File: config.mk
export PLATFORM = sky130hd
export DESIGN_NAME = tpu_host_driver
export DESIGN_NICKNAME = d
export VERILOG_FILES = /design/src/rtl/tpu_host_driver.sv
export SDC_FILE = /design/constraint.sdc
export NUM_CORES = 1
export LEC_CHECK = 0
export CORE_ASPECT_RATIO = 1.25
export CORE_MARGIN = 4
export CORE_UTILIZATION = 30
export CTS_BUF_LIST = sky130_fd_sc_hd__clkbuf_16
export DETAILED_ROUTE_END_ITERATION = 12
export GPL_ROUTABILITY_DRIVEN = 0
export PLACE_DENSITY = 0.52
export SLEW_MARGIN = 20
export SYNTH_ARGS = -nofsm -noshare
export SYNTH_HDL_FRONTEND = slang
export SYNTH_SLANG_ARGS = --single-unit
File: constraint.sdc
create_clock -name clk -period 13.25 [get_ports clk]
set_input_delay 1.325 -clock clk [delete_from_list [all_inputs] [get_ports clk]]
set_output_delay 1.325 -clock clk [all_outputs]
set_load 0.005 [all_outputs]
File: src/rtl/tpu_host_driver.sv
// tpu_host_driver
// Host-side master for the 2x2 systolic TPU pin interface. Accepts one matrix
// job over a valid/ready command port, streams the eight operand bytes into
// the TPU with load_en asserted, waits for the TPU done flag, captures the
// eight result bytes and returns the four 16-bit results on a valid/ready
// response port.
//
// Ports:
//   clk, rst                      clock shared with the TPU, async active-high reset
//   cmd_valid/cmd_ready           command handshake
//   cmd_weights, cmd_inputs       byte k of each at [8k+7:8k]
//   cmd_transpose, cmd_relu       job mode bits
//   rsp_valid/rsp_ready           response handshake
//   rsp_data                      {c11, c10, c01, c00}
//   rsp_timeout                   response is a timeout (rsp_data = 0)
//   busy                          high whenever not idle
//   tpu_ui_in, tpu_uio_in         data byte / {5'b0, relu, transpose, load_en}
//   tpu_uo_out, tpu_uio_out       result byte / bit7 = done
//
// Optional feature: define TPU_HOST_TIMEOUT_EN to abort a job whose done flag
// has not appeared within TIMEOUT_CYCLES cycles of waiting.
module tpu_host_driver #(
  parameter int TIMEOUT_CYCLES = 255
) (
  input  logic        clk,
  input  logic        rst,
  input  logic        cmd_valid,
  output logic        cmd_ready,
  input  logic [31:0] cmd_weights,
  input  logic [31:0] cmd_inputs,
  input  logic        cmd_transpose,
  input  logic        cmd_relu,
  output logic        rsp_valid,
  input  logic        rsp_ready,
  output logic [63:0] rsp_data,
  output logic        rsp_timeout,
  output logic        busy,
  output logic [7:0]  tpu_ui_in,
  output logic [7:0]  tpu_uio_in,
  input  logic [7:0]  tpu_uo_out,
  input  logic [7:0]  tpu_uio_out
);

  typedef enum logic [2:0] {
    S_IDLE    = 3'd0,
    S_LOAD    = 3'd1,
    S_WAIT    = 3'd2,
    S_CAPTURE = 3'd3,
    S_RESP    = 3'd4
  } state_t;

  state_t      state;
  logic [2:0]  count;
  // Remaining operand bytes (weights 1..3 then inputs 0..3), shifted out LSB first.
  logic [55:0] job_r;
  // Result bytes 0..6, shifted in from the top so byte 0 ends up in [7:0].
  logic [55:0] cap_r;

  // Only the done bit of tpu_uio_out is meaningful.
  logic unused_uio_bits;
  assign unused_uio_bits = ^tpu_uio_out[6:0];

  // Range check on the timeout limit, evaluated at elaboration.
  if (TIMEOUT_CYCLES < 1 || TIMEOUT_CYCLES > 255) begin : g_timeout_range
    $error("tpu_host_driver: TIMEOUT_CYCLES must be 1..255");
  end

`ifdef TPU_HOST_TIMEOUT_EN
  localparam logic [7:0] TIMEOUT_LIMIT = 8'(TIMEOUT_CYCLES - 1);
  logic [7:0] wait_cnt;
`else
  assign rsp_timeout = 1'b0;
`endif

  // Job sequencer: state, counters, data registers and every registered output.
  always_ff @(posedge clk or posedge rst) begin
    if (rst) begin
      state      <= S_IDLE;
      count      <= 3'd0;
      job_r      <= 56'd0;
      cap_r      <= 56'd0;
      cmd_ready  <= 1'b0;
      rsp_valid  <= 1'b0;
      rsp_data   <= 64'd0;
      busy       <= 1'b0;
      tpu_ui_in  <= 8'd0;
      tpu_uio_in <= 8'd0;
`ifdef TPU_HOST_TIMEOUT_EN
      wait_cnt    <= 8'd0;
      rsp_timeout <= 1'b0;
`endif
    end else begin
      case (state)
        S_IDLE: begin
          if (cmd_ready && cmd_valid) begin
            state      <= S_LOAD;
            count      <= 3'd0;
            cmd_ready  <= 1'b0;
            busy       <= 1'b1;
            job_r      <= {cmd_inputs, cmd_weights[31:8]};
            tpu_ui_in  <= cmd_weights[7:0];
            tpu_uio_in <= {5'd0, cmd_relu, cmd_transpose, 1'b1};
          end else begin
            cmd_ready <= 1'b1;
          end
        end

        S_LOAD: begin
          if (count == 3'd7) begin
            state      <= S_WAIT;
            tpu_ui_in  <= 8'd0;
            tpu_uio_in <= {tpu_uio_in[7:1], 1'b0};  // drop load_en, keep mode bits
`ifdef TPU_HOST_TIMEOUT_EN
            wait_cnt   <= 8'd0;
`endif
          end else begin
            count     <= count + 3'd1;
            tpu_ui_in <= job_r[7:0];
            job_r     <= {8'd0, job_r[55:8]};
          end
        end

        S_WAIT: begin
          if (tpu_uio_out[7]) begin
            state <= S_CAPTURE;
            count <= 3'd1;
            cap_r <= {tpu_uo_out, cap_r[55:8]};
`ifdef TPU_HOST_TIMEOUT_EN
          end else if (wait_cnt == TIMEOUT_LIMIT) begin
            state       <= S_RESP;
            rsp_valid   <= 1'b1;
            rsp_timeout <= 1'b1;
            rsp_data    <= 64'd0;
            tpu_uio_in  <= 8'd0;
          end else begin
            wait_cnt <= wait_cnt + 8'd1;
`else
          end else begin
            state <= S_WAIT;
`endif
          end
        end

        S_CAPTURE: begin
          // Bytes 1..7 arrive on consecutive cycles regardless of done.
          if (count == 3'd7) begin
            state      <= S_RESP;
            rsp_valid  <= 1'b1;
            rsp_data   <= {tpu_uo_out, cap_r};
            tpu_uio_in <= 8'd0;
          end else begin
            count <= count + 3'd1;
            cap_r <= {tpu_uo_out, cap_r[55:8]};
          end
        end

        S_RESP: begin
          if (rsp_ready) begin
            state     <= S_IDLE;
            rsp_valid <= 1'b0;
            busy      <= 1'b0;
            cmd_ready <= 1'b1;
`ifdef TPU_HOST_TIMEOUT_EN
            rsp_timeout <= 1'b0;
`endif
          end else begin
            state <= S_RESP;
          end
        end

        default: begin
          state      <= S_IDLE;
          rsp_valid  <= 1'b0;
          busy       <= 1'b0;
          cmd_ready  <= 1'b0;
          tpu_ui_in  <= 8'd0;
          tpu_uio_in <= 8'd0;
        end
      endcase
    end
  end

endmodule

==> results.md, run 1 <==
* Hold violation count in the final report at 0
* Number of inserted filler cells in the final layout at 2568
* Transition at the pin with the smallest max-transition slack at 0.988 ns
* Share of post-route cells with drive strength above 1 at 0.350
* Clk sink count at 196
* Area contributors post-synth: sky130_fd_sc_hd__dfrtp_1, sky130_fd_sc_hd__mux2_2, sky130_fd_sc_hd__a22o_1, sky130_fd_sc_hd__buf_6, sky130_fd_sc_hd__mux2_1
* Number of buffers and inverters on the critical path at 2
* Status: completed
* CTS Buffer Depth at 2
* Clock latency on the worst-skew pair at 0.43 ns
* Combined area of all synthesized cells at 0.00825 sq mm
* CP max stage delay at 0.57 ns
* Fraction of synthesized cell area taken by the top area cell type at 0.595
* Main combinational cell family by area after synthesis: multiplexers
* Overall die area at 0.0302 sq mm
* Number of iterations in the first detailed-routing pass at 4
* Antenna Nets Post-Route at 0
* Initial DRC count at 147
* Max-cap viol count at 0
* Inserted Diodes at 0
* GR Util All Layers at 0.124
* Unrepaired setup endpoints after global routing: no
* Most used flip-flop cell after synthesis: sky130_fd_sc_hd__dfrtp_1
* Post-synthesis sequential area ratio at 0.595
* Largest area contributor in the netlist: sky130_fd_sc_hd__dfrtp_1
* Critical path arrival at 3.24 ns
* Netlist cell types at 40
* CP Launch Type: primary input
* Input/output buffers at 156
* Number of enable flip-flop cells after synthesis at 0
* Multiplexer share of the synthesized area at 0.297
* Post-CTS clock slew at the launch and capture registers of the worst setup and hold paths at 0.07 ns
* CORE AREA at 0.0270 sq mm
* R2R Path End: rsp_data[6]
* Post-Route Setup TNS at 0 ns
* Cell row count at 67
* Ordered list of cells on the worst path: clkdlybuf4s50_1 > nand3b_4 > a211oi_4 > buf_4 > mux2_2
* Critical Setup Path Class: in2reg
* Buffers inserted by post-CTS timing repair at 0
* Cell with the biggest individual delay on the critical path: sky130_fd_sc_hd__clkdlybuf4s50_1
* Post-CTS sizing at 0
* Post-synthesis adder-cell area fraction at 0.00303
* Slack of the worst reg-to-reg path at 10.41 ns
* Number of antenna violations at the first check in global routing at 0
* Class of the tightest hold or removal check: reg2reg
* Startpoint of the most critical register-to-register path: state[0]
* Number of stages on the worst hold path at 1
* Required time worst endpoint at 13.56 ns
* Post-route clock skew at 0.0119 ns
* Post-layout minimum cycle time at 2.93 ns
* Vias after detailed routing at 4828
* Number of synthesized register bits at 196
* Clock tree from TritonCTS: done
* Final HPWL DP at 12400 um
* Count of H-tree levels built during CTS at 4
* Number of top-level design ports at 170
* Share of synthesized cell area in and, or, nand and nor gates at 0.0240
* Share of async-settable or async-resettable flops after synthesis at 1.00
* Worst vdd rail ir drop at 81.9 uV
* Post-Synth XOR/XNOR Area at 0.00106
* Total grt overflow at 0
* Average detailed-routed wire length per instance at 17.6 um
* Yosys warnings at 0
* Number of CTS-inserted buffers at 17
* Maximum fanout count along the critical path at 48
* Relative slew slack at 0.336
* P_leak at 4.61 nW
* Area added between synthesis and finish at 29.2%
* Most frequent cells in the layout: sky130_fd_sc_hd__mux2_2, sky130_fd_sc_hd__dfrtp_1, sky130_fd_sc_hd__clkdlybuf4s50_1
* First-pass GRT wire length at 29500 um
* Vias/cell at 4.60
* Number of placed instances with taps included at 1019
* Most frequent standard cell in the layout excluding fill and tap cells: sky130_fd_sc_hd__mux2_2
* Gate count after technology mapping at 546
* Complex-gate fraction of the synthesized area at 0.0410
* # hold bufs at CTS at 0
* Cell family with most CP delay: buffers and inverters
* Die extent in x at 156 um
* Number of pins with negative max-slew slack in the final report at 0
* DRC violation count after routing at 0
* Timing-limited maximum frequency at 341 MHz
* Share of the clock period used by the worst path at 0.221
* Clock root cell: sky130_fd_sc_hd__clkbuf_16
* Worst Min Path Start: busy
* Length in cells of the worst reg-to-reg path at 3
* Sort of element at the end of the critical path: flip-flop
* WL final at 18500 um
* Final layout net count at 781
* Starting utilization of the core area at 0.306
* Total of endpoints with negative setup slack in the final report at 0
* Non-filler instance count after layout at 1050
* Post-synthesis average cell area at 15.1 sq um
* Power density over the cells at 247 mW/mm^2
* Vias in the first global route at 5329
* Hold endpoint: busy
* Die outline height at 193 um
* Pin count of the biggest net entering global routing at 122
==> logic make-up after synthesis <==
family / count (synthesis)
muxes: 218
DFF: 196
buffers and inverters: 48
AOI/OAI and AO/OA: 44
and+or+nand+nor: 36
adders and majority gates: 2
other: 1
xor gates and xnor gates: 1
==> cell type report <==
| cell class | count | area, sq um | area share |
|---|---|---|---|
| Multi-Input combinational cell | 307 | 3080 | 0.289 |
| Inverter | 11 | 48.8 | 0.00458 |
| Clock inverter | 14 | 165 | 0.0155 |
| Tap cell | 345 | 432 | 0.0405 |
| Clock buffer | 17 | 425 | 0.0399 |
| Timing Repair Buffer | 160 | 1600 | 0.150 |
| Sequential cell | 196 | 4900 | 0.460 |
==> per-layer routing <==
layer | vias up | global-route usage | wire length, um
li1 | 2225 | - | -
met1 | 2466 | 0.150 | 7820
met2 | 126 | 0.204 | 9110
met3 | 11 | 0.0485 | 1350
met4 | 0 | 0.0328 | 178
met5 | - | 0 | 0
==> flip-flops by register name (all words and copies together), names as in the netlist <==
| register | count |
|---|---|
| rsp_data | 64 |
| cap_r | 56 |
| job_r | 56 |
| tpu_ui_in | 8 |
| count | 3 |
| state | 3 |
| tpu_uio_in | 3 |
| busy | 1 |
| cmd_ready | 1 |
| rsp_valid | 1 |
==> where the power goes <==
part	switching (mW)	internal, mW
registers	0.183	0.883
logic	0.381	0.659
clock network	0.240	0.284
==> per-stage QoR <==
stage                     total power [mW]  instance area [sq um]   util  hold WS, ns  setup slack (ns)
after CTS                             2.69                  10600  0.395        0.489             10.17
final                                 2.63                  10700  0.395        0.485             10.32
after global placement                2.11                  10100  0.373        0.465              9.75
after global routing                  2.81                  10700  0.395        0.508             10.16
after detailed placement              2.14                  10100  0.373        0.473              9.69
after floorplan                       1.74                   8270      -        0.452              6.58
==> worst max path at each step <==
stage	from	to	slack, ns	depth (start not counted)
global route	state[0]	rsp_data[58]	10.16	3
global placement	rst	tpu_ui_in[0]	9.75	3
CTS	rst	job_r[19]	10.17	3
floorplan	rst	busy	6.58	1
finish	cmd_valid	job_r[4]	10.32	5
detailed placement	rst	tpu_ui_in[3]	9.69	3
==> Yosys cell counts (2+ instances only) <==
cell	count
sky130_fd_sc_hd__o22ai_1	8
sky130_fd_sc_hd__clkbuf_1	2
sky130_fd_sc_hd__nand2_1	14
sky130_fd_sc_hd__nor2b_1	2
sky130_fd_sc_hd__nand2b_1	4
sky130_fd_sc_hd__mux2_2	204
sky130_fd_sc_hd__inv_1	11
sky130_fd_sc_hd__buf_2	11
sky130_fd_sc_hd__ha_1	2
sky130_fd_sc_hd__a21oi_1	4
sky130_fd_sc_hd__a22o_1	18
sky130_fd_sc_hd__mux2i_1	2
sky130_fd_sc_hd__mux2_1	12
sky130_fd_sc_hd__buf_1	3
sky130_fd_sc_hd__buf_4	9
sky130_fd_sc_hd__nor3_1	2
sky130_fd_sc_hd__buf_6	12
sky130_fd_sc_hd__nor2_1	5
sky130_fd_sc_hd__o21ai_0	5
sky130_fd_sc_hd__dfrtp_1	196
No activity file was read; power rests on OpenSTA's default activity.
==> run 2, diff against run 1 <==
- clock period: 13.25 -> 3 ns (I/O delays scaled with it)
==> results.md, run 2 (synthesis results as in run 1) <==
* Number of CTS-inserted buffers at 17
* Input/output buffers at 156
* Number of stages on the worst setup path at 6
* Buffers inserted by post-CTS timing repair at 0
* Area added between synthesis and finish at 30.6%
* Post-CTS clock slew at the launch and capture registers of the worst setup and hold paths at 0.07 ns
* Non-filler instance count after layout at 1061
* Ordered list of cells on the worst path: ha_1 > ha_1 > nand2b_1 > a211oi_4 > buf_12 > mux2_2
* Timing-limited maximum frequency at 434 MHz
* Power density over the cells at 1090 mW/mm^2
* Clock tree from TritonCTS: done
* Status: completed
* CP max stage delay at 0.40 ns
* First-pass GRT wire length at 30600 um
* Relative slew slack at 0.339
* Die extent in x at 156 um
* Number of placed instances with taps included at 1029
* Final layout net count at 791
* CORE AREA at 0.0270 sq mm
* Worst vdd rail ir drop at 445 uV
* Post-layout minimum cycle time at 2.30 ns
* Clk sink count at 196
* Vias/cell at 4.60
* Vias after detailed routing at 4880
* Clock root cell: sky130_fd_sc_hd__clkbuf_16
* Register with the most flip-flops: rsp_data
* Maximum fanout count along the critical path at 48
* Vias in the first global route at 5571
* GR Util All Layers at 0.127
* Total grt overflow at 0
* Count of H-tree levels built during CTS at 4
* Leading registers by flop count: rsp_data: 64 flops, cap_r: 56 flops, job_r: 56 flops
* CTS Buffer Depth at 2
* Starting utilization of the core area at 0.306
* DRC violation count after routing at 0
* Most frequent cells in the layout: sky130_fd_sc_hd__mux2_2, sky130_fd_sc_hd__dfrtp_1, sky130_fd_sc_hd__clkdlybuf4s50_1
* Share of the clock period used by the worst path at 0.768
* Length in cells of the worst reg-to-reg path at 6
* Antenna Nets Post-Route at 0
* Total of endpoints with negative setup slack in the final report at 0
* Number of antenna violations at the first check in global routing at 0
* Number of pins with negative max-slew slack in the final report at 0
* Sort of element at the end of the critical path: flip-flop
* Overall die area at 0.0302 sq mm
* Die outline height at 193 um
* Post-layout worst setup margin at 0.697 ns
* WL final at 18600 um
* Unrepaired setup endpoints after global routing: no
* Area after detailed placement at 0.0102 sq mm
* Pin count of the biggest net entering global routing at 67
* Max-cap viol count at 0
* Required time worst endpoint at 3.31 ns
* Average detailed-routed wire length per instance at 17.6 um
* Number of top-level design ports at 170
* Inserted Diodes at 0
* Critical path arrival at 2.61 ns
* Cell row count at 67
* Post-Route Setup TNS at 0 ns
* Hold violation count in the final report at 0
* Most frequent standard cell in the layout excluding fill and tap cells: sky130_fd_sc_hd__mux2_2
* P_leak at 4.68 nW
* Most used cell, CP: sky130_fd_sc_hd__ha_1
* Post-route clock skew at 0.00933 ns
* Flip-flop count of the largest register after layout at 64
* Cell family with most CP delay: adder cells
* Number of buffers and inverters on the critical path at 1
* Critical Setup Path Class: reg2reg
* # hold bufs at CTS at 0
* Share of post-route cells with drive strength above 1 at 0.360
* Placement Setup Slack at 0.690 ns
* Final HPWL DP at 13200 um
* Cell with the biggest individual delay on the critical path: sky130_fd_sc_hd__dfrtp_1
* Number of iterations in the first detailed-routing pass at 4
* Number of inserted filler cells in the final layout at 2533
* CP Launch Type: flip-flop
* Initial DRC count at 139
* Clock latency on the worst-skew pair at 0.43 ns
* Class of the tightest hold or removal check: in2async
* Final Cell Area at 0.0108 sq mm
* Transition at the pin with the smallest max-transition slack at 0.984 ns
* Post-CTS sizing at 0
run 2: cell types whose count changed in the layout (fill, tap and decap cells not counted), sizes merged:
cell and change:
clkinvlp +1, buf +10, inv -1, clkinv +1
run 2: through the flow:
step,utilization,power (mW),hold WS [ns]
2_1_floorplan,-,7.70,0.433
3_3_place_gp,0.377,9.43,0.464
3_5_place_dp,0.377,9.60,0.472
4_1_cts,0.399,12.0,0.109
5_1_grt,0.399,12.6,0.128
6_report,0.399,11.7,0.129
run 2: layout make-up:
type | instances | area (sq um) | share of cell area
Inverter | 11 | 45.0 | 0.00418
Clock buffer | 17 | 425 | 0.0395
Timing Repair Buffer | 170 | 1720 | 0.159
Multi-Input combinational cell | 307 | 3080 | 0.286
Tap cell | 345 | 432 | 0.0401
Clock inverter | 15 | 170 | 0.0158
Sequential cell | 196 | 4900 | 0.455
run 2: layer usage:
metal  vias to the layer above  global-route usage  wire (um)
li1                       2251                   -          -
met1                      2492               0.147       7530
met2                       124               0.219       9460
met3                        13              0.0438       1410
met4                         0              0.0395        232
met5                         -                   0          0
run 2: worst paths after layout:
| kind | startpoint | to | slack [ns] |
|---|---|---|---|
| max in group asynchronous | rst | rsp_data[8] | 1.83 |
| setup / recovery | count[0] | job_r[5] | 0.70 |
| hold reg to reg | cap_r[2] | cap_r[2] | 0.48 |
| hold / removal | rst | tpu_uio_in[1] | 0.13 |
| min in group clk | cmd_inputs[24] | job_r[48] | 0.48 |
| setup reg to reg | count[0] | job_r[5] | 0.70 |
run 2: power breakdown:
group / switching [mW] / internal (mW) / total, mW
Combinational: 1.72 / 3.00 / 4.72
Clock: 1.07 / 1.26 / 2.32
Sequential: 0.784 / 3.90 / 4.69
==> run 3, diff against run 2 <==
- PLACE_DENSITY: 0.52 -> 0.53
- clock period: 3 -> 2.1 ns (I/O delays scaled with it)
==> results.md, run 3 (synthesis results as in run 1) <==
* Number of CTS-inserted buffers at 17
* GR Util All Layers at 0.127
* CP Launch Type: flip-flop
* Required time worst endpoint at 2.41 ns
* CTS Buffer Depth at 2
* Count of H-tree levels built during CTS at 4
* Number of iterations in the first detailed-routing pass at 4
* Number of pins with negative max-slew slack in the final report at 0
* Post-Route Setup TNS at 0 ns
* Total length of routed met3 wires at 1350 um
* Critical path arrival at 2.32 ns
* Clock latency on the worst-skew pair at 0.43 ns
* Post-layout worst setup margin at 0.0864 ns
* Average detailed-routed wire length per instance at 17.5 um
* Vias/cell at 4.60
* # hold bufs at CTS at 0
* Share of post-route cells with drive strength above 1 at 0.370
* Critical Setup Path Class: reg2reg
* Worst hold margin at 0.290 ns
* Flip-flop count of the largest register after layout at 64
* Placement Setup Slack at -0.0322 ns
* Final HPWL DP at 13300 um
* Initial DRC count at 142
* Area added between synthesis and finish at 33.8%
* Number of antenna violations at the first check in global routing at 0
* Worst vdd rail ir drop at 564 uV
* Antenna Nets Post-Route at 0
* Maximum fanout count along the critical path at 12
* Die outline height at 193 um
* Post-Route M1 WL at 7650 um
* Final layout net count at 805
* Starting utilization of the core area at 0.306
* Status: completed
* Unrepaired setup endpoints after global routing: no
* Power density over the cells at 1570 mW/mm^2
* Class of the tightest hold or removal check: in2async
* CORE AREA at 0.0270 sq mm
* WL final at 18800 um
* Area after detailed placement at 0.0103 sq mm
* Leading registers by flop count: rsp_data: 64 flops, cap_r: 56 flops, job_r: 56 flops
* Pin count of the biggest net entering global routing at 77
* Clock root cell: sky130_fd_sc_hd__clkbuf_16
* First-pass GRT wire length at 30600 um
* P_leak at 4.80 nW
* Number of top-level design ports at 170
* Final Cell Area at 0.0110 sq mm
* DRC violation count after routing at 0
* Sort of element at the end of the critical path: flip-flop
* Number of inserted filler cells in the final layout at 2506
* Die extent in x at 156 um
* Cell row count at 67
* Vias in the first global route at 5510
* Top layer reached by signal wires: met4
* Total of endpoints with negative setup slack in the final report at 0
* Final Power at 17.3 mW
* Max-cap viol count at 0
* Clk sink count at 196
* Most frequent standard cell in the layout excluding fill and tap cells: sky130_fd_sc_hd__mux2_2
* Share of the clock period used by the worst path at 0.959
* Timing-limited maximum frequency at 497 MHz
* Most frequent cells in the layout: sky130_fd_sc_hd__mux2_2, sky130_fd_sc_hd__dfrtp_1, sky130_fd_sc_hd__clkdlybuf4s50_1
* Hold violation count in the final report at 0
* Post-layout minimum cycle time at 2.01 ns
* Post-CTS clock slew at the launch and capture registers of the worst setup and hold paths at 0.07 ns
* Clock tree from TritonCTS: done
* Met2 Wirelength at 9550 um
* Vias after detailed routing at 4936
* Register with the most flip-flops: rsp_data
* Total grt overflow at 0
* Input/output buffers at 156
* Overall die area at 0.0302 sq mm
* Inserted Diodes at 0
* Post-route clock skew at 0.00971 ns
==> run 3: metrics by stage <==
stage	utilization	cells
3_3_place_gp	0.383	1037
4_1_cts	0.408	1071
3_5_place_dp	0.383	1037
5_1_grt	0.409	1073
2_1_floorplan	-	551
6_report	0.409	1073
==> run 3: area by class of cell <==
class / count / area (sq um) / share of cell area
tap: 345 / 432 / 0.0391
sequential: 196 / 4900 / 0.445
clock inverter: 13 / 159 / 0.0144
timing repair buffer: 184 / 1980 / 0.179
clock buffer: 17 / 425 / 0.0386
inverter: 11 / 45.0 / 0.00408
multi-input combinational: 307 / 3090 / 0.280
==> run 3: final timing paths <==
kind,start,to,slack (ns),cells past startpoint
worst max-delay path,count[0],job_r[36],0.09,8
worst min-delay path,rst,rsp_data[29],0.29,3
worst max register to register,count[0],job_r[36],0.09,8
worst min register to register,job_r[11],job_r[11],0.49,1
max in group asynchronous,rst,tpu_ui_in[3],1.41,3
min in group clk,cmd_inputs[28],job_r[52],0.39,2
==> run 3: critical path, cell delays in order, from the launching register on <==
cell and delay (ns):
sky130_fd_sc_hd__dfrtp_1 0.38, sky130_fd_sc_hd__ha_1 0.20, sky130_fd_sc_hd__ha_1 0.19, sky130_fd_sc_hd__nand2b_4 0.17
sky130_fd_sc_hd__a211oi_4 0.22, sky130_fd_sc_hd__buf_6 0.15, sky130_fd_sc_hd__buf_4 0.13, sky130_fd_sc_hd__buf_16 0.13
sky130_fd_sc_hd__mux2_2 0.33
==> run 3: power by group <==
part / switching [mW] / total [mW] / internal, mW
Clock: 1.42 / 3.28 / 1.86
Combinational: 2.60 / 7.39 / 4.78
Sequential: 1.09 / 6.67 / 5.58
Total: 5.11 / 17.3 / 12.2
==> run 3: metal layers <==
metal  vias to the layer above  track usage
met1                      2515        0.151
met5                         -            0
met3                        11       0.0443
li1                       2282            -
met4                         0       0.0338
met2                       128        0.216
==> run 3: repair_timing <==
item	CTS	global route
setup buffers	2	2
setup endpoints to repair	48	24
pin swaps	1	1
gates resized for setup	4	1
gates cloned	2	0
endpoints found under the hold margin	0	0
